--- src/rtl/write_arbiter.sv ---
// AXI write-address arbiter: round-robin across three masters, grant locked
// from AW handshake until the decoder's done pulse, payload held while locked.
module write_arbiter (
  input  logic        clk,
  input  logic        rst,
  input  logic        AWVALID_M0,
  input  logic [31:0] AWADDR_M0,
  input  logic [3:0]  AWID_M0,
  input  logic [3:0]  AWLEN_M0,
  input  logic [2:0]  AWSIZE_M0,
  input  logic [1:0]  AWBURST_M0,
  input  logic        AWVALID_M1,
  input  logic [31:0] AWADDR_M1,
  input  logic [3:0]  AWID_M1,
  input  logic [3:0]  AWLEN_M1,
  input  logic [2:0]  AWSIZE_M1,
  input  logic [1:0]  AWBURST_M1,
  input  logic        AWVALID_M2,
  input  logic [31:0] AWADDR_M2,
  input  logic [3:0]  AWID_M2,
  input  logic [3:0]  AWLEN_M2,
  input  logic [2:0]  AWSIZE_M2,
  input  logic [1:0]  AWBURST_M2,
  output logic        AWREADY_M0,
  output logic        AWREADY_M1,
  output logic        AWREADY_M2,
  output logic        AWVALID,
  output logic [31:0] AWADDR,
  output logic [7:0]  AWID_S,
  output logic [3:0]  AWLEN,
  output logic [2:0]  AWSIZE,
  output logic [1:0]  AWBURST,
  input  logic        AWREADY,
  input  logic        done,
  output logic [1:0]  WMASTER_Src,
  output logic        busy,
  output logic [1:0]  dbg_state_o
);

  // Handshake: an AW transfer happens in a cycle where AWVALID and AWREADY
  // are both high; AWREADY_M[grant] mirrors AWREADY combinationally in ADDR.
  typedef enum logic [1:0] {
    ST_IDLE = 2'd0,
    ST_ADDR = 2'd1,
    ST_LOCK = 2'd2
  } state_e;

  state_e      state_q, state_d;
  logic [1:0]  grant_q, grant_d;
  logic [1:0]  last_grant_q, last_grant_d;
  logic [31:0] hold_addr_q, hold_addr_d;
  logic [3:0]  hold_id_q, hold_id_d;
  logic [3:0]  hold_len_q, hold_len_d;
  logic [2:0]  hold_size_q, hold_size_d;
  logic [1:0]  hold_burst_q, hold_burst_d;

  logic [2:0]  req_vec;
  logic [1:0]  cand_1, cand_2, cand_3;
  logic [1:0]  pick;
  logic        req_any;

  logic        sel_valid;
  logic [31:0] sel_addr;
  logic [3:0]  sel_id;
  logic [3:0]  sel_len;
  logic [2:0]  sel_size;
  logic [1:0]  sel_burst;

  assign req_vec = {AWVALID_M2, AWVALID_M1, AWVALID_M0};
  assign req_any = |req_vec;

  function automatic logic [1:0] rr_next(input logic [1:0] idx);
    return (idx >= 2'd2) ? 2'd0 : idx + 2'd1;
  endfunction

  function automatic logic req_at(input logic [2:0] req, input logic [1:0] idx);
    logic r;
    case (idx)
      2'd0:    r = req[0];
      2'd1:    r = req[1];
      default: r = req[2];
    endcase
    return r;
  endfunction

  // Rotating priority starts just after the last master served.
  assign cand_1 = rr_next(last_grant_q);
  assign cand_2 = rr_next(cand_1);
  assign cand_3 = rr_next(cand_2);

  always_comb begin
    pick = cand_3;
    if (req_at(req_vec, cand_1)) begin
      pick = cand_1;
    end else if (req_at(req_vec, cand_2)) begin
      pick = cand_2;
    end
  end

  always_comb begin
    sel_valid = AWVALID_M0;
    sel_addr  = AWADDR_M0;
    sel_id    = AWID_M0;
    sel_len   = AWLEN_M0;
    sel_size  = AWSIZE_M0;
    sel_burst = AWBURST_M0;
    case (grant_q)
      2'd1: begin
        sel_valid = AWVALID_M1;
        sel_addr  = AWADDR_M1;
        sel_id    = AWID_M1;
        sel_len   = AWLEN_M1;
        sel_size  = AWSIZE_M1;
        sel_burst = AWBURST_M1;
      end
      2'd2: begin
        sel_valid = AWVALID_M2;
        sel_addr  = AWADDR_M2;
        sel_id    = AWID_M2;
        sel_len   = AWLEN_M2;
        sel_size  = AWSIZE_M2;
        sel_burst = AWBURST_M2;
      end
      default: ;
    endcase
  end

  always_comb begin
    state_d      = state_q;
    grant_d      = grant_q;
    last_grant_d = last_grant_q;
    hold_addr_d  = hold_addr_q;
    hold_id_d    = hold_id_q;
    hold_len_d   = hold_len_q;
    hold_size_d  = hold_size_q;
    hold_burst_d = hold_burst_q;
    case (state_q)
      ST_IDLE: begin
        if (req_any) begin
          grant_d = pick;
          state_d = ST_ADDR;
        end
      end
      ST_ADDR: begin
        // A master that withdraws AWVALID keeps the grant; no re-arbitration.
        if (sel_valid && AWREADY) begin
          hold_addr_d  = sel_addr;
          hold_id_d    = sel_id;
          hold_len_d   = sel_len;
          hold_size_d  = sel_size;
          hold_burst_d = sel_burst;
          state_d      = ST_LOCK;
        end
      end
      ST_LOCK: begin
        if (done) begin
          last_grant_d = grant_q;
          state_d      = ST_IDLE;
        end
      end
      default: state_d = ST_IDLE;
    endcase
  end

  always_comb begin
    AWVALID     = 1'b0;
    AWADDR      = 32'd0;
    AWID_S      = 8'd0;
    AWLEN       = 4'd0;
    AWSIZE      = 3'd0;
    AWBURST     = 2'd0;
    AWREADY_M0  = 1'b0;
    AWREADY_M1  = 1'b0;
    AWREADY_M2  = 1'b0;
    WMASTER_Src = 2'd3;
    busy        = 1'b0;
    case (state_q)
      ST_ADDR: begin
        AWVALID     = sel_valid;
        AWADDR      = sel_addr;
        AWID_S      = {2'b00, grant_q, sel_id};
        AWLEN       = sel_len;
        AWSIZE      = sel_size;
        AWBURST     = sel_burst;
        AWREADY_M0  = (grant_q == 2'd0) && AWREADY;
        AWREADY_M1  = (grant_q == 2'd1) && AWREADY;
        AWREADY_M2  = (grant_q == 2'd2) && AWREADY;
        WMASTER_Src = grant_q;
        busy        = 1'b1;
      end
      ST_LOCK: begin
        AWADDR      = hold_addr_q;
        AWID_S      = {2'b00, grant_q, hold_id_q};
        AWLEN       = hold_len_q;
        AWSIZE      = hold_size_q;
        AWBURST     = hold_burst_q;
        WMASTER_Src = grant_q;
        busy        = 1'b1;
      end
      default: ;
    endcase
  end

  assign dbg_state_o = state_q;

  // last_grant resets to M2 so that M0 holds first priority out of reset.
  always_ff @(posedge clk or posedge rst) begin
    if (rst) begin
      state_q      <= ST_IDLE;
      grant_q      <= 2'd0;
      last_grant_q <= 2'd2;
      hold_addr_q  <= 32'd0;
      hold_id_q    <= 4'd0;
      hold_len_q   <= 4'd0;
      hold_size_q  <= 3'd0;
      hold_burst_q <= 2'd0;
    end else begin
      state_q      <= state_d;
      grant_q      <= grant_d;
      last_grant_q <= last_grant_d;
      hold_addr_q  <= hold_addr_d;
      hold_id_q    <= hold_id_d;
      hold_len_q   <= hold_len_d;
      hold_size_q  <= hold_size_d;
      hold_burst_q <= hold_burst_d;
    end
  end

endmodule

--- config.mk ---
export PLATFORM = sky130hd
export DESIGN_NAME = write_arbiter
export DESIGN_NICKNAME = d
export VERILOG_FILES = /design/src/rtl/write_arbiter.sv
export SDC_FILE = /design/constraint.sdc
export NUM_CORES = 1
export LEC_CHECK = 0
export BUFFER_PORTS_ARGS = -buffer_cell sky130_fd_sc_hd__clkbuf_2
export CAP_MARGIN = 20
export CELL_PAD_IN_SITES_DETAIL_PLACEMENT = 0
export CELL_PAD_IN_SITES_GLOBAL_PLACEMENT = 1
export CORE_ASPECT_RATIO = 0.7
export CORE_MARGIN = 5
export CORE_UTILIZATION = 34
export DETAILED_ROUTE_END_ITERATION = 6
export GPL_TIMING_DRIVEN = 0
export PLACE_DENSITY_LB_ADDON = 0.1
export SLEW_MARGIN = 10
export SYNTH_ARGS = -nofsm -noshare
export SYNTH_HDL_FRONTEND = slang
export SYNTH_SLANG_ARGS = --single-unit
--- constraint.sdc ---
create_clock -name clk -period 4.1 [get_ports clk]
set_clock_uncertainty 0.2 [all_clocks]
set_input_delay 0.41 -clock clk [delete_from_list [all_inputs] [get_ports clk]]
set_output_delay 0.41 -clock clk [all_outputs]
set_load 0.01 [all_outputs]
==> results of run 1 <==
[sequential cells by signal (all words and copies together), names as in the netlist]
name	cells
grant_q	2
hold_size_q	3
last_grant_q	2
hold_addr_q	32
dbg_state_o	2
hold_len_q	4
hold_burst_q	2
hold_id_q	4
[synthesized netlist by cell type (2+ instances only)]
cell / number / share of area [%]
a32o_1: 45 / 13
nand2_1: 8 / 0.85
nand2b_1: 2 / 0.35
ha_1: 6 / 2.1
inv_1: 6 / 0.64
nor2_1: 49 / 5.2
buf_1: 9 / 0.96
buf_6: 4 / 1.3
buf_2: 2 / 0.28
mux2_1: 3 / 0.96
a22oi_1: 45 / 9.6
a21oi_1: 48 / 6.8
dfrtp_1: 50 / 35
o21ai_0: 7 / 0.99
nor2b_1: 3 / 0.53
clkbuf_1: 26 / 2.8
mux2_2: 42 / 13
and3_1: 3 / 0.53
buf_4: 2 / 0.42
[metal layers]
layer | up-vias | part of all wire, %
met5 | - | 0
met1 | 1858 | 46
met4 | 0 | 0.88
met2 | 140 | 45
li1 | 1855 | -
met3 | 9 | 7.7
[critical path, cell delays in order (launching register included)]
cell      delay (ns)
dfrtp_1         0.37
inv_1           0.12
ha_1            0.29
buf_2           0.19
clkbuf_1        0.38
clkbuf_1        0.56
nor2_1          0.11
a21oi_1         0.29
a32o_1          0.24
clkbuf_2        0.14
[what timing repair did]
item / 4_1_cts / 5_1_grt
hold buffers: 1 / 0
setup endpoints to repair: 0 / 0
hold endpoints to repair: 14 / 0
[final timing paths]
kind,end,slack [ns],cells past startpoint
setup / recovery,AWADDR[6],0.52,9
min in group asynchronous,hold_len_q[0],0.43,3
hold / removal,last_grant_q[1],0.26,3
hold reg to reg,hold_addr_q[24],0.30,1
max in group asynchronous,hold_addr_q[8],2.75,4
setup reg to reg,hold_addr_q[6],1.32,8
[cells by family after synthesis]
kind of cell    Yosys count  synth area share [%]
mux                      46                  14.6
buf+inv                  49                  6.34
simple gates             69                  8.21
flops                    51                  36.1
fa+ha+maj                 6                  2.12
other cells               1                 0.106
compound gates          153                  32.5
[through the flow]
step / hold WS (ns) / power, µW
2_1_floorplan: 0.258 / 2990
3_3_place_gp: 0.270 / 4020
3_5_place_dp: 0.188 / 4070
4_1_cts: 0.250 / 4490
5_1_grt: 0.301 / 4850
6_report: 0.257 / 4450
[power by group through the flow]
stage | clock network [µW] | logic [µW] | registers [µW]
6_report | 397 | 3160 | 900
5_1_grt | 433 | 3490 | 931
4_1_cts | 412 | 3180 | 901
3_5_place_dp | 0 | 3160 | 910
3_3_place_gp | 0 | 3130 | 890
2_1_floorplan | 0 | 2120 | 875
[layout make-up]
cell class / count / area, µm² / share of cell area [%]
Multi-Input combinational cell: 276 / 2040 / 41.9
Timing Repair Buffer: 199 / 1020 / 20.9
Buffer: 43 / 201 / 4.15
Tap cell: 132 / 165 / 3.40
Sequential cell: 51 / 1280 / 26.3
Inverter: 6 / 22.5 / 0.464
Clock inverter: 1 / 5.00 / 0.103
Clock buffer: 7 / 133 / 2.73
[placed cells by master (no fill, tap or decap), types with 2 or more instances in the layout]
cell	instances
nor2b_1	3
buf_6	4
dfrtp_1	50
clkbuf_1	28
clkbuf_2	197
mux2_1	3
buf_4	2
nor2_1	49
clkbuf_16	5
mux2_2	42
and3_1	3
conb_1	2
inv_1	5
nand2_1	8
a32o_1	45
o21ai_0	7
nand2b_1	2
buf_2	2
ha_1	6
a21oi_1	48
a22oi_1	45
buf_1	9
==> impl_metrics.json, run 1 <==
{
  "comb_power_share_pct": 70.9,
  "synth.ff_latch_count": 51,
  "setup_ws_ns": 0.516,
  "antenna_found_initial": 0,
  "synthFlopType": "dfrtp_1",
  "finalCritPeriodShare_pct": 87.4,
  "setup_viol": 0,
  "maxSlewHeadroom_pct": 53.6,
  "grt_pass1_wl_um": 21300,
  "crit_type": "reg -> out",
  "rsz0062_at_grt": "false",
  "synth_cells": 375,
  "p_leak_uw": 0.00229,
  "synth_edf_count": 0,
  "cts.clk_slew.worst_paths_ns": 0.06,
  "cts_root_buf": "clkbuf_16",
  "dpl.cell_count": 706,
  "htree_levels": 2,
  "syn_area_um2": 3530,
  "worstHoldStart": "done",
  "p_switching_uw": 2220,
  "drc_errors": 0,
  "ys_seq_area_share_pct": 36.1,
  "r2r-start": "grant_q[0]",
  "top_usage_layer": "met2",
  "status": "finished clean",
  "utilization_pct": 47.4,
  "gp_congestion": 0.866,
  "syn_to_final_growth_pct": 37.4,
  "fmax_mhz": 279,
  "ir_drop_mv": 0.299,
  "drv_slew": 0,
  "yosys_warnings": 0,
  "grt_max_degree": 37,
  "first_pass_iters": 4,
  "layout.cells.non_filler": 715,
  "period_minus_slack_ns": 3.58,
  "startpoint_type": "flop",
  "preCtsSetupSlack_ns": 0.796,
  "pwr-share-seq_pct": 20.2,
  "postPlaceCellArea_um2": 4710,
  "cts_tree": "done",
  "num_rows": 31,
  "synthArstFlopShare_pct": 100,
  "clockBufferDepth": 2,
  "avgSynthCellArea_um2": 9.43,
  "first_iter_violations": 227,
  "p_int_uw": 2230,
  "numCtsBuffers": 5,
  "critPathRequiredTime_ns": 3.49,
  "grt_usage_pct": 21.1,
  "ys_types": 34,
  "post-dp-hpwl_um": 10800,
  "drive_gt1_share_pct": 44.4,
  "ant_nets": 0,
  "dieArea_um2": 12600,
  "crit_start": "grant_q[0]",
  "core_area_um2": 10200,
  "design_area_um2": 4860,
  "insertedDiodeCount": 0,
  "vias": 3862,
  "grtUsageMet2_pct": 33.6,
  "totalWireLength_um": 13600,
  "gr-usage-met3_pct": 5.12,
  "insertion_delay_ns": 0.28,
  "ios": 200,
  "port_buffers": 197,
  "wl_per_cell_um": 19.1,
  "hp-class": "in -> reg",
  "powerDensity_nw_per_um2": 917,
  "cts_setup_buffers": 0,
  "die_x_um": 132,
  "fillCellCount": 1075,
  "cts_resized": 0,
  "hold_viol": 0,
  "final_nets": 730,
  "grt_pass1_vias": 3980,
  "cap_violations": 0,
  "crit_arrival_ns": 2.97,
  "via_per_inst": 5.40,
  "cp-end-kind": "output pin",
  "grt_use_met1_pct": 29.8,
  "tns_ns": 0,
  "tightest_slew_ns": 0.697,
  "grt_overflow_total": 0,
  "initial_core_util_pct": 34.5,
  "switching_share_pct": 49.9,
  "critPathMaxFanout": 10,
  "clock_sinks": 51,
  "clockPowerShare_pct": 8.9,
  "fp.dieH_um": 95.3
}
No activity file was read; power rests on OpenSTA's default activity.
==> inputs of run 2 (changes only) <==
CORE_ASPECT_RATIO = default   (was 0.7)
RECOVER_POWER = 25   (was default)
==> run 2 against run 1 <==
Net effect:
- the run now ends with max-capacitance violations, max-slew violations left
- combinational power fell by 2%
- setup slack gained 0.0067 ns
- final area fell by 1.1%
- non-clock buffer count unchanged
- register-to-register slack got worse by 0.06 ns
- critical endpoint is now AWLEN[1]
==> impl_metrics.json, run 2 (synthesized netlist as in run 1, its figures left out) <==
{
  "core_area_um2": 10200,
  "first_iter_violations": 153,
  "status": "finished, violations left",
  "fmax_mhz": 280,
  "ios": 200,
  "p_leak_uw": 0.00226,
  "final_nets": 730,
  "crit_type": "reg -> out",
  "hold_viol": 0,
  "grt_pass1_vias": 4025,
  "tns_ns": 0,
  "cts_root_buf": "clkbuf_8",
  "via_per_inst": 5.38,
  "final_common_cell": "clkbuf_2",
  "crit_arrival_ns": 2.97,
  "cts_resized": 0,
  "rr_endpoint": "hold_addr_q[30]",
  "min_path_cells": 3,
  "post-dp-hpwl_um": 10600,
  "top_usage_layer": "met2",
  "clockPowerShare_pct": 7.4,
  "grt_usage_pct": 20.9,
  "gr-usage-met3_pct": 5.76,
  "grt_pass1_wl_um": 21200,
  "cts_hold_buffers": 1,
  "initial_core_util_pct": 34.5,
  "startpoint_type": "flop",
  "r2r-start": "grant_q[0]",
  "htree_levels": 2,
  "cts.clk_slew.worst_paths_ns": 0.09,
  "first_pass_iters": 4,
  "cts_setup_buffers": 0,
  "top_register": "hold_addr_q",
  "grtUsageMet2_pct": 35.2,
  "ir_drop_mv": 0.334,
  "die_x_um": 112,
  "comb_power_share_pct": 71.8,
  "numCtsBuffers": 5,
  "maxSlewHeadroom_pct": -5.94,
  "cap_violations": 1,
  "fillCellCount": 1060,
  "cts_tree": "done",
  "pwr-share-seq_pct": 20.8,
  "wl_per_cell_um": 18.8,
  "critPathMaxFanout": 10,
  "period_minus_slack_ns": 3.58,
  "utilization_pct": 47.0,
  "rsz0062_at_grt": "false",
  "port_buffers": 197,
  "grt_max_degree": 29,
  "hold_end": "last_grant_q[1]",
  "finalCritPeriodShare_pct": 87.3,
  "preCtsSetupSlack_ns": 0.791,
  "p_int_uw": 2160,
  "rr_worst_depth": 7,
  "clockBufferDepth": 2,
  "insertedDiodeCount": 0,
  "largest_reg_flops": 32,
  "p_switching_uw": 2170,
  "syn_to_final_growth_pct": 36.0,
  "gp_congestion": 0.857,
  "r2r_setup_slack_ns": 1.26,
  "num_rows": 37,
  "hp-class": "in -> reg",
  "tightest_slew_ns": 1.59,
  "violations": "max-capacitance violations, max-slew violations",
  "grt_overflow_total": 0,
  "switching_share_pct": 50.2,
  "final_cell_mix": "195 x clkbuf_2, 50 x dfrtp_1, 49 x nor2_1",
  "insertion_delay_ns": 0.30,
  "reg_top3": "hold_addr_q: 32 flops, hold_id_q: 4 flops, hold_len_q: 4 flops",
  "worstHoldStart": "done",
  "vias": 3870,
  "setup_viol": 0,
  "antenna_found_initial": 0,
  "totalWireLength_um": 13500,
  "cp-end-kind": "output pin",
  "grt_use_met1_pct": 26.6,
  "fp.dieH_um": 112,
  "critPathRequiredTime_ns": 3.49,
  "powerDensity_nw_per_um2": 900,
  "clock_sinks": 51,
  "drv_slew": 29,
  "drc_errors": 0,
  "dieArea_um2": 12500,
  "setup_ws_ns": 0.523,
  "drive_gt1_share_pct": 43.9,
  "ant_nets": 0
}
==> run 2: cell count changes in the layout (fill, tap and decap cells not counted), sizes merged <==
cell / before / now
buf: 18 / 17
clkbuf: 230 / 232
clkinv: 1 / 0
==> run 2: critical path: stages (launching register included) <==
cell	delay, ns
dfrtp_1	0.38
inv_1	0.11
ha_1	0.29
buf_2	0.18
clkbuf_1	0.47
buf_1	0.60
nor2_1	0.11
a21oi_1	0.20
a32o_1	0.20
clkbuf_2	0.13
==> run 2: cell type report <==
class                   count  area, µm²  area share (%)
flip-flops and latches     51       1280            26.6
well taps                 136        170            3.54
multi-input cells         276       2040            42.4
repair buffers            199        997            20.7
inverters                   6       22.5           0.469
plain buffers              43        201            4.19
clock buffers               8        100            2.08
==> run 2: worst max-delay path by stage <==
stage | start | to | cells past startpoint | slack (ns)
after global routing | grant_q[0] | AWADDR[0] | 9 | 0.24
after floorplan | grant_q[0] | AWADDR[0] | 8 | 1.65
final | grant_q[0] | AWLEN[1] | 9 | 0.52
after CTS | grant_q[0] | AWADDR[30] | 8 | 0.45
after detailed placement | grant_q[0] | AWADDR[30] | 8 | 0.79
after global placement | grant_q[0] | AWADDR[30] | 8 | 0.78
==> run 2: stage by stage <==
step	power, µW	instances	area (µm²)	hold WS (ns)
6_report	4330	719	4810	0.209
5_1_grt	4730	719	4810	0.232
4_1_cts	4370	719	4820	0.210
3_5_place_dp	4040	710	4710	0.278
3_3_place_gp	4000	709	4690	0.268
2_1_floorplan	2990	376	3540	0.258
==> run 2: layer usage <==
layer	routed length [µm]	vias to the layer above
li1	-	1857
met5	0	-
met3	968	17
met2	6420	148
met1	5850	1848
met4	240	0
==> run 2: power by group through the flow <==
stage / combinational, µW / sequential [µW] / clock, µW
2_1_floorplan: 2120 / 875 / 0
3_3_place_gp: 3100 / 893 / 0
3_5_place_dp: 3130 / 910 / 0
4_1_cts: 3140 / 899 / 331
5_1_grt: 3450 / 930 / 351
6_report: 3110 / 900 / 321
==> inputs of run 3 (changes only) <==
CELL_PAD_IN_SITES_DETAIL_PLACEMENT = default   (was 0)
CELL_PAD_IN_SITES_GLOBAL_PLACEMENT = default   (was 1)
CORE_UTILIZATION = 48   (was 34)
PLACE_DENSITY = 0.86   (was default)
PLACE_DENSITY_LB_ADDON = default   (was 0.1)
TNS_END_PERCENT = 30   (was default)
==> run 3 against run 2 <==
Net effect:
- the run still ends with max-capacitance violations, max-slew violations left
- sequential power increased by 1%
- sequential share of layout area increased by 0.31 points
- non-clock buffer count unchanged
- critical path depth unchanged
- fmax increased by 1.4%
- global-route usage increased by 7.2 points
- worst hold slack improved by 0.0078 ns
- clock power decreased by 7.8%
- core utilization increased by 19 points
- total power increased by 0.49%
- final area decreased by 1.1%
- critical path type unchanged
- critical endpoint is now AWADDR[4]
- largest cell class unchanged
==> impl_metrics.json, run 3 (synthesized netlist as in run 1, its figures left out) <==
{
  "grt_overflow_total": 0,
  "cts_root_buf": "clkbuf_8",
  "final_nets": 730,
  "insertion_delay_ns": 0.31,
  "grt_pass1_wl_um": 19900,
  "fillCellCount": 608,
  "period_minus_slack_ns": 3.53,
  "tightest_slew_ns": 1.69,
  "crit_type": "reg -> out",
  "critPathRequiredTime_ns": 3.49,
  "antenna_found_initial": 0,
  "cts_tree": "done",
  "setup_viol": 0,
  "grt_max_degree": 32,
  "status": "finished, violations left",
  "min_path_cells": 3,
  "htree_levels": 2,
  "cts.clk_slew.worst_paths_ns": 0.09,
  "hp-class": "in -> reg",
  "crit_arrival_ns": 2.92,
  "fp.dieH_um": 95.8,
  "rsz0062_at_grt": "false",
  "hold_end": "last_grant_q[1]",
  "ir_drop_mv": 0.471,
  "insertedDiodeCount": 0,
  "top_register": "hold_addr_q",
  "largest_reg_flops": 32,
  "first_pass_iters": 5,
  "startpoint_type": "flop",
  "vias": 4025,
  "fmax_mhz": 283,
  "numCtsBuffers": 5,
  "ant_nets": 0,
  "totalWireLength_um": 13000,
  "drive_gt1_share_pct": 44.4,
  "critPathMaxFanout": 10,
  "violations": "max-capacitance violations, max-slew violations",
  "r2r-start": "grant_q[0]",
  "hold_viol": 0,
  "r2r_setup_slack_ns": 1.39,
  "cp-end-kind": "output pin",
  "first_iter_violations": 224,
  "syn_to_final_growth_pct": 34.4,
  "port_buffers": 197,
  "rr_endpoint": "hold_addr_q[0]",
  "drv_slew": 32,
  "cap_violations": 1,
  "grt_usage_pct": 28.2,
  "core_area_um2": 7210,
  "post-dp-hpwl_um": 10200,
  "dpl.cell_count": 673,
  "final_cell_mix": "197 x clkbuf_2, 50 x dfrtp_1, 49 x nor2_1",
  "finalCritPeriodShare_pct": 86.1,
  "reg_top3": "hold_addr_q: 32 flops, hold_id_q: 4 flops, hold_len_q: 4 flops",
  "wl_per_cell_um": 19.1,
  "maxSlewHeadroom_pct": -12.8,
  "cts_resized": 0,
  "clock_sinks": 51,
  "gp_congestion": 0.880,
  "rr_worst_depth": 8,
  "dieArea_um2": 9180,
  "worstHoldStart": "done",
  "p_leak_uw": 0.00226,
  "initial_core_util_pct": 49.0,
  "layout.cells.non_filler": 682,
  "via_per_inst": 5.90,
  "powerDensity_nw_per_um2": 915,
  "num_rows": 31,
  "tns_ns": 0,
  "grt_pass1_vias": 4186,
  "die_x_um": 95.8,
  "ios": 200,
  "drc_errors": 0,
  "final_common_cell": "clkbuf_2",
  "clockBufferDepth": 2
}
## run 3: critical path, cell delays in order, from the launching register on
cell and delay, ns:
dfrtp_1 0.38, inv_1 0.11, ha_1 0.30, buf_2 0.18
clkbuf_1 0.41, clkbuf_1 0.52, nor2_1 0.11, a21oi_1 0.23
a32o_1 0.23, clkbuf_2 0.14
## run 3: power by group
| part | internal, µW | switching (µW) |
|---|---|---|
| Sequential | 767 | 145 |
| Clock | 119 | 176 |
| Combinational | 1240 | 1900 |
| Total | 2130 | 2220 |
## run 3: through the flow
stage,util [%],total power (µW),area [µm²],hold slack [ns],setup slack [ns]
floorplan,-,2990,3540,0.258,1.65
global placement,64.4,3920,4650,0.267,0.937
detailed placement,64.7,4030,4670,0.242,0.920
CTS,66.1,4330,4770,0.215,0.577
global route,65.9,4670,4750,0.267,0.406
finish,65.9,4350,4750,0.217,0.571
## run 3: worst max-delay path by stage
stage | from | endpoint | cells after the start
2_1_floorplan | grant_q[0] | AWADDR[0] | 8
3_3_place_gp | grant_q[0] | AWADDR[0] | 9
3_5_place_dp | grant_q[0] | AWADDR[0] | 9
4_1_cts | grant_q[0] | AWADDR[0] | 9
5_1_grt | grant_q[0] | AWADDR[8] | 8
6_report | grant_q[0] | AWADDR[4] | 9
## run 3: metal layers
| metal | global-route usage [%] | wire length, µm |
|---|---|---|
| met5 | 0 | 0 |
| met4 | 10.2 | 204 |
| met3 | 4.77 | 1180 |
| met2 | 49.5 | 6560 |
| met1 | 34.6 | 5060 |
## run 3: cell type report
cell class                 count  area (µm²)  area share, %
timing repair buffer         199        1000           21.0
clock buffer                   5        68.8           1.45
multi-input combinational    276        2040           42.9
tap                           99         124           2.61
clock inverter                 3        20.0          0.421
sequential                    51        1280           26.9
buffer                        43         201           4.24
inverter                       6        22.5          0.474
## run 3: what timing repair did
item                                   CTS  global route
hold buffers                             1             0
endpoints found under the hold margin   19             0
setup buffers                            0             0
